[config.mk]
export PLATFORM = sky130hd
export DESIGN_NAME = axis_soft_volume
export DESIGN_NICKNAME = d
export VERILOG_FILES = /design/src/rtl/audio_pkg.sv /design/src/rtl/gain_ramp.sv /design/src/rtl/axis_soft_volume.sv
export SDC_FILE = /design/constraint.sdc
export NUM_CORES = 1
export LEC_CHECK = 0
export ABC_AREA = 1
export BUFFER_PORTS_ARGS = -buffer_cell sky130_fd_sc_hd__buf_2
export CORE_ASPECT_RATIO = 0.75
export CORE_MARGIN = 5
export CORE_UTILIZATION = 50
export CTS_CLUSTER_DIAMETER = 50
export DETAILED_ROUTE_END_ITERATION = 12
export GPL_TIMING_DRIVEN = 0
export HOLD_SLACK_MARGIN = 0.03
export MAX_ROUTING_LAYER = met4
export PLACE_DENSITY_LB_ADDON = 0.08
export SLEW_MARGIN = 40
export SYNTH_ARGS = -nofsm -noshare
export SYNTH_HDL_FRONTEND = slang
export SYNTH_SLANG_ARGS = --single-unit
[constraint.sdc]
create_clock -name clk -period 7 [get_ports clk]
set_clock_uncertainty 0.2 [all_clocks]
set_input_delay 0.7 -clock clk [delete_from_list [all_inputs] [get_ports clk]]
set_output_delay 0.7 -clock clk [all_outputs]
set_load 0.1 [all_outputs]
[src/rtl/audio_pkg.sv]
// Shared types and helpers for the soft-volume audio path: volume FSM states,
// default widths and the switch-to-gain target mapping.
package audio_pkg;

   typedef enum logic [1:0] {
      ST_MUTED     = 2'd0,
      ST_SETTLED   = 2'd1,
      ST_RAMP_UP   = 2'd2,
      ST_RAMP_DOWN = 2'd3
   } vol_state_t;

   localparam int DEF_DATA_WIDTH   = 24;
   localparam int DEF_CHANNELS     = 2;
   localparam int DEF_SWITCH_WIDTH = 4;
   localparam int DEF_GAIN_WIDTH   = 16;
   localparam int DEF_RAMP_STEP    = 64;

   // The switch value lands just below the Q1 sign/integer bit, so full scale stays under 1.0.
   function automatic logic [31:0] map_target(input logic [31:0] sw,
                                              input logic        mute,
                                              input int          sw_width,
                                              input int          gain_width);
      if (mute) return '0;
      return sw << (gain_width - 1 - sw_width);
   endfunction

endpackage

[src/rtl/gain_ramp.sv]
// Frame-rate gain ramp: moves the gain toward the switch/mute target by a fixed
// step on every frame boundary and reports the resulting volume state.
module gain_ramp
   import audio_pkg::*;
#(
   parameter int SWITCH_WIDTH = DEF_SWITCH_WIDTH,
   parameter int GAIN_WIDTH   = DEF_GAIN_WIDTH,
   parameter int RAMP_STEP    = DEF_RAMP_STEP
) (
   input  logic                    clk,
   input  logic                    reset,
   input  logic [SWITCH_WIDTH-1:0] sw,
   input  logic                    mute,
   input  logic                    frame_end,
   output logic [GAIN_WIDTH-1:0]   gain,
   output logic                    ramping,
   output logic                    muted
);

   localparam logic [GAIN_WIDTH-1:0] STEP = GAIN_WIDTH'(RAMP_STEP);

   vol_state_t            state, state_next;
   logic [GAIN_WIDTH-1:0] target, gain_next;
   logic                  ramping_next, muted_next;

   assign target = GAIN_WIDTH'(map_target(32'(sw), mute, SWITCH_WIDTH, GAIN_WIDTH));

   // Differences are compared before stepping so the gain can never overshoot or wrap.
   always_comb begin
      gain_next = gain;
      if (frame_end) begin
         if (gain < target)
            gain_next = (target - gain > STEP) ? gain + STEP : target;
         else if (gain > target)
            gain_next = (gain - target > STEP) ? gain - STEP : target;
      end
   end

   always_ff @(posedge clk) begin
      if (reset) begin
         state <= ST_MUTED;
         gain  <= '0;
      end else begin
         state <= state_next;
         gain  <= gain_next;
      end
   end

   always_comb begin
      state_next = state;
      if (frame_end) begin
         if (gain_next == '0 && target == '0) state_next = ST_MUTED;
         else if (gain_next == target)        state_next = ST_SETTLED;
         else if (gain_next < target)         state_next = ST_RAMP_UP;
         else                                 state_next = ST_RAMP_DOWN;
      end
   end

   always_comb begin
      ramping_next = (state_next == ST_RAMP_UP) || (state_next == ST_RAMP_DOWN);
      muted_next   = (state_next == ST_MUTED);
   end

   // Flags are registered alongside the state so they change on the same edge.
   always_ff @(posedge clk) begin
      if (reset) begin
         ramping <= 1'b0;
         muted   <= 1'b1;
      end else begin
         ramping <= ramping_next;
         muted   <= muted_next;
      end
   end

endmodule

[src/rtl/axis_soft_volume.sv]
// AXI-Stream soft volume: two-stage (register, multiply) pipeline scaling each
// sample by a per-frame ramped gain, with frame-length error detection.
module axis_soft_volume
   import audio_pkg::*;
#(
   parameter int DATA_WIDTH   = DEF_DATA_WIDTH,
   parameter int CHANNELS     = DEF_CHANNELS,
   parameter int SWITCH_WIDTH = DEF_SWITCH_WIDTH,
   parameter int GAIN_WIDTH   = DEF_GAIN_WIDTH,
   parameter int RAMP_STEP    = DEF_RAMP_STEP
) (
   input  logic                    clk,
   input  logic                    reset,
   input  logic [SWITCH_WIDTH-1:0] sw,
   input  logic                    mute,
   input  logic [DATA_WIDTH-1:0]   s_axis_data,
   input  logic                    s_axis_valid,
   output logic                    s_axis_ready,
   input  logic                    s_axis_last,
   output logic [DATA_WIDTH-1:0]   m_axis_data,
   output logic                    m_axis_valid,
   input  logic                    m_axis_ready,
   output logic                    m_axis_last,
   output logic                    ramping,
   output logic                    muted,
   output logic                    frame_err
);

   localparam int              CNT_W   = (CHANNELS > 1) ? $clog2(CHANNELS) : 1;
   localparam logic [CNT_W-1:0] LAST_CH = CNT_W'(CHANNELS - 1);

   logic                         advance, accept, frame_end;
   logic [GAIN_WIDTH-1:0]        gain;
   logic signed [DATA_WIDTH-1:0] data_p1, data_p2;
   logic [GAIN_WIDTH-1:0]        gain_p1;
   logic                         last_p1, last_p2;
   logic                         vld_p1, vld_p2;
   logic [CNT_W-1:0]             chan_cnt;
   logic                         frame_err_q;

   // Gain is unsigned Q1.x below 1.0, so the shifted product always fits DATA_WIDTH.
   function automatic logic signed [DATA_WIDTH-1:0] scale_sample(
      input logic signed [DATA_WIDTH-1:0] d,
      input logic [GAIN_WIDTH-1:0]        g);
      logic signed [DATA_WIDTH+GAIN_WIDTH:0] prod;
      prod = d * $signed({1'b0, g});
      prod = prod >>> (GAIN_WIDTH - 1);
      return prod[DATA_WIDTH-1:0];
   endfunction

   assign advance      = !vld_p2 || m_axis_ready;
   assign s_axis_ready = advance;
   assign accept       = s_axis_valid && advance;
   assign frame_end    = accept && s_axis_last;

   gain_ramp #(
      .SWITCH_WIDTH (SWITCH_WIDTH),
      .GAIN_WIDTH   (GAIN_WIDTH),
      .RAMP_STEP    (RAMP_STEP)
   ) u_gain_ramp (
      .clk       (clk),
      .reset     (reset),
      .sw        (sw),
      .mute      (mute),
      .frame_end (frame_end),
      .gain      (gain),
      .ramping   (ramping),
      .muted     (muted)
   );

   // Stage p1: capture sample with the gain in force at acceptance
   always_ff @(posedge clk) begin
      if (reset)        vld_p1 <= 1'b0;
      else if (advance) vld_p1 <= s_axis_valid;
   end

   always_ff @(posedge clk) begin
      if (accept) begin
         data_p1 <= s_axis_data;
         gain_p1 <= gain;
         last_p1 <= s_axis_last;
      end
   end

   // Stage p2: multiply and hold for the downstream handshake
   always_ff @(posedge clk) begin
      if (reset) begin
         vld_p2  <= 1'b0;
         data_p2 <= '0;
         last_p2 <= 1'b0;
      end else if (advance) begin
         vld_p2 <= vld_p1;
         if (vld_p1) begin
            data_p2 <= scale_sample(data_p1, gain_p1);
            last_p2 <= last_p1;
         end
      end
   end

   assign m_axis_valid = vld_p2;
   assign m_axis_data  = data_p2;
   assign m_axis_last  = last_p2;

   // A misplaced or missing last is flagged once and the counter realigns on the next frame.
   always_ff @(posedge clk) begin
      if (reset) begin
         chan_cnt    <= '0;
         frame_err_q <= 1'b0;
      end else if (accept) begin
         if (s_axis_last) begin
            chan_cnt <= '0;
            if (chan_cnt != LAST_CH) frame_err_q <= 1'b1;
         end else if (chan_cnt == LAST_CH) begin
            chan_cnt    <= '0;
            frame_err_q <= 1'b1;
         end else begin
            chan_cnt <= chan_cnt + CNT_W'(1);
         end
      end
   end

   assign frame_err = frame_err_q;

endmodule

==> impl_metrics.yaml <==
setup_path:
  arrival_ns: 6.88
  r2r-start: "gain_p1[8]"
  critPathLaunch: "gain_p1[8]"
  cp-endpoint: "m_axis_data[23]"
  worst_setup_path_end_kind: "register"
  ff2ff_setup_slack_ns: 0.19
  crit_required_ns: 7.07
  r2r_cells: 24
  startpoint_type: "register"
  critPathKind: "register to register"
  r2r-end: "m_axis_data[23]"
  critPathMaxFanout: 10
floorplanning:
  core_mm2: 0.03603
  dieArea_mm2: 0.04068
  fp.dieW_um: 231.2
  start_util: 0.5094
  top_level_ports: 64
  row_count: 60
  die_y_um: 175.9
timing:
  tns_ns: 0
  min_period_over_period: 0.9729
  timing.fmax_mhz: 146.8
  period_needed_ns: 6.810
  rsz0062_at_grt: "yes"
  finalMaxSlewViolations: 0
  setup_viol: 0
  tightestPinTransition_ns: 0.8242
  relSlewSlack: 0.4505
  hold_violations: 0
cells_and_area:
  nNetsFinal: 2918
  final_layout_size_suffix_gt1_frac: 0.09979
  antenna_cells: 0
  area_growth_pct: 8.344
route:
  drt_iter0_drc: 1261
  drc_errors: 0
  post_drt_via_cell_ratio: 5.097
  dr.pass1.iters: 7
  wirelength_um: 54200
  wl_per_cell_um: 18.82
  ant_nets: 0
  vias: 14680
yosys:
  syn_inst: 2327
  yosys_warnings: 0
  synth_nets: 2835
  syn_area_per_cell_um2: 7.888
  netlist_area_mm2: 0.01836
  ys_seq_area_frac: 0.1205
  synth-seq-cells: 90
  synth_ff_type: "dfxtp_1"
  async_flop_share: 0
  synth_cell_types: 47
  synth_edf_count: 41
placed_design:
  gp_congestion: 0.9792
  place_hpwl_um: 45330
  numPortBuffers: 62
grt:
  grt_pass1_wl_um: 86470
  grt_usage: 0.2869
  grt_antenna_before_repair: 0
  grt_pass1_vias: 15201
  grt_max_degree: 27
  grt_remaining_overflow: 0
clock_tree:
  h-tree-depth: 3
  cts_buffers: 9
  cts_tree: "done"
  cts_hold_buf: 0
  max-clock-path-buffers: 2
  clock_latency_ns: 0.38
  cts_sinks: 90
  root_buffer: "clkbuf_16"
  clkSlewWorstSetupHoldPaths_ns: 0.08
outcome:
  outcome: "complete, no violations"
job:
  max_cap_violations: 0
worst_hold_path:
  hold_class: "register to register"
==> cells by family (layout without fill, tap and decap cells) <==
logic type,Yosys count,after routing,share of synthesized area
flip-flops,90,90,0.1205
AO/OA/AOI/OAI,147,147,0.04506
AND/OR/NAND/NOR,809,809,0.1844
XOR/XNOR,46,46,0.02195
adder cells (fa/ha/maj),474,474,0.4720
buffers and inverters,761,849,0.1561
==> timing repair <==
item                                    in CTS  in global routing
endpoints found under the setup margin      20                 11
pin swaps                                    0                  2
gates resized for setup                     54                 57
hold endpoints to repair                     0                  0
buffers inserted                            10                 18
==> stage by stage <==
step	utilization	instance area (um^2)	hold slack [ns]	std cells	setup slack (ns)
floorplan	-	18360	0.2338	2327	0.8516
global placement	0.5341	19250	0.2349	2854	-1.228
detailed placement	0.5348	19270	0.2444	2855	-1.353
CTS	0.5467	19700	0.2557	2873	0.005571
global route	0.5519	19890	0.2884	2880	-0.07950
finish	0.5519	19890	0.2542	2880	0.1897
==> routing by layer <==
layer	up-vias	part of all wire	routed length, um	track usage
li1	6839	-	-	-
met1	7242	0.46	25010	0.4073
met2	520	0.42	22810	0.4159
met3	79	0.089	4831	0.07331
met4	0	0.028	1538	0.07178
met5	-	0	0	-
==> synthesized netlist by cell type, types with 3 or more instances <==
cell type    n  share of area
inv_1      656           0.13
nor2_2      10         0.0034
o21ai_0     50          0.014
a31oi_1      3         0.0010
nand2_1    560           0.11
a211oi_1     3         0.0012
edfxtp_1    41          0.067
nand3_1     49          0.013
xor2_1      30          0.014
ha_1       110          0.075
nand2_2     18         0.0061
nand4_1      7         0.0024
inv_2       12         0.0025
fa_1       364           0.40
nor3_1      12         0.0033
clkbuf_1    88          0.018
dfxtp_1     49          0.053
o21bai_1     5         0.0020
o21a_1       7         0.0029
o211ai_1    10         0.0041
nor2_1     127          0.026
nor2_4       5         0.0031
xnor2_1     16         0.0076
nand3_2      4         0.0022
a21oi_1     62          0.017
==> layout make-up <==
cell class                      instances  area [um^2]
Sequential cell                        90         2212
Clock buffer                            9        225.2
Multi-Input combinational cell       1476        13380
Clock inverter                          7        70.07
Fill cell                            3475        16150
Timing Repair Buffer                   91        540.5
Buffer                                 72        364.1
Inverter                              670         2517
Tap cell                              465        581.8
==> cell usage in the layout, fill, tap and decap left out, types with 5 or more instances in the layout <==
master and count:
clkbuf_4 9, clkbuf_16 9, ha_1 110, inv_1 655, a21oi_2 6, nor3_1 11
o21a_1 7, nand3_1 48, nor2_4 6, nand4_1 7, nand2_2 18, nor2_1 124
xor2_1 29, nor2_2 12, a21oi_1 56, inv_2 13, edfxtp_1 41, dfxtp_1 49
xnor2_1 16, fa_1 363, buf_4 31, clkbuf_2 27, o21ai_0 47, o211ai_1 10
buf_2 74, clkbuf_1 20, nand2_1 560, nand3_2 5
==> how the worst min path moves through the flow <==
stage / from / to / slack [ns] / cells after the start
3_3_place_gp: frame_err / frame_err / 0.23 / 2
5_1_grt: s_axis_data[3] / data_p1[3] / 0.29 / 1
4_1_cts: frame_err / frame_err / 0.26 / 2
3_5_place_dp: frame_err / frame_err / 0.24 / 2
2_1_floorplan: chan_cnt / chan_cnt / 0.23 / 2
6_report: frame_err / frame_err / 0.25 / 2
==> flip-flops by register name (all words and copies together) (netlist names) <==
register             flops
frame_err                1
gain_p1                 16
vld_p1                   1
m_axis_last              1
u_gain_ramp.muted        1
chan_cnt                 1
u_gain_ramp.ramping      1
data_p1                 24
u_gain_ramp.gain        16
last_p1                  1
u_gain_ramp.state        2
m_axis_data             24
m_axis_valid             1
==> worst max-delay path: stages (launching register included) <==
cell	delay, ns
edfxtp_1	0.48
clkbuf_2	0.37
nand2_1	0.13
fa_1	0.55
inv_1	0.09
fa_1	0.49
fa_1	0.60
fa_1	0.44
fa_1	0.49
inv_1	0.05
fa_1	0.47
inv_1	0.04
ha_1	0.37
a21oi_2	0.26
o21ai_0	0.14
a21oi_1	0.17
o21ai_2	0.13
nand2_1	0.09
o211ai_1	0.08
buf_4	0.18
a21oi_2	0.29
o211ai_1	0.17
xor2_2	0.21
o21ai_0	0.17
inv_1	0.05
Power is left out: the tool's default activity adds up to more than one toggle a clock period on the data nets, which glitch-free logic cannot reach.
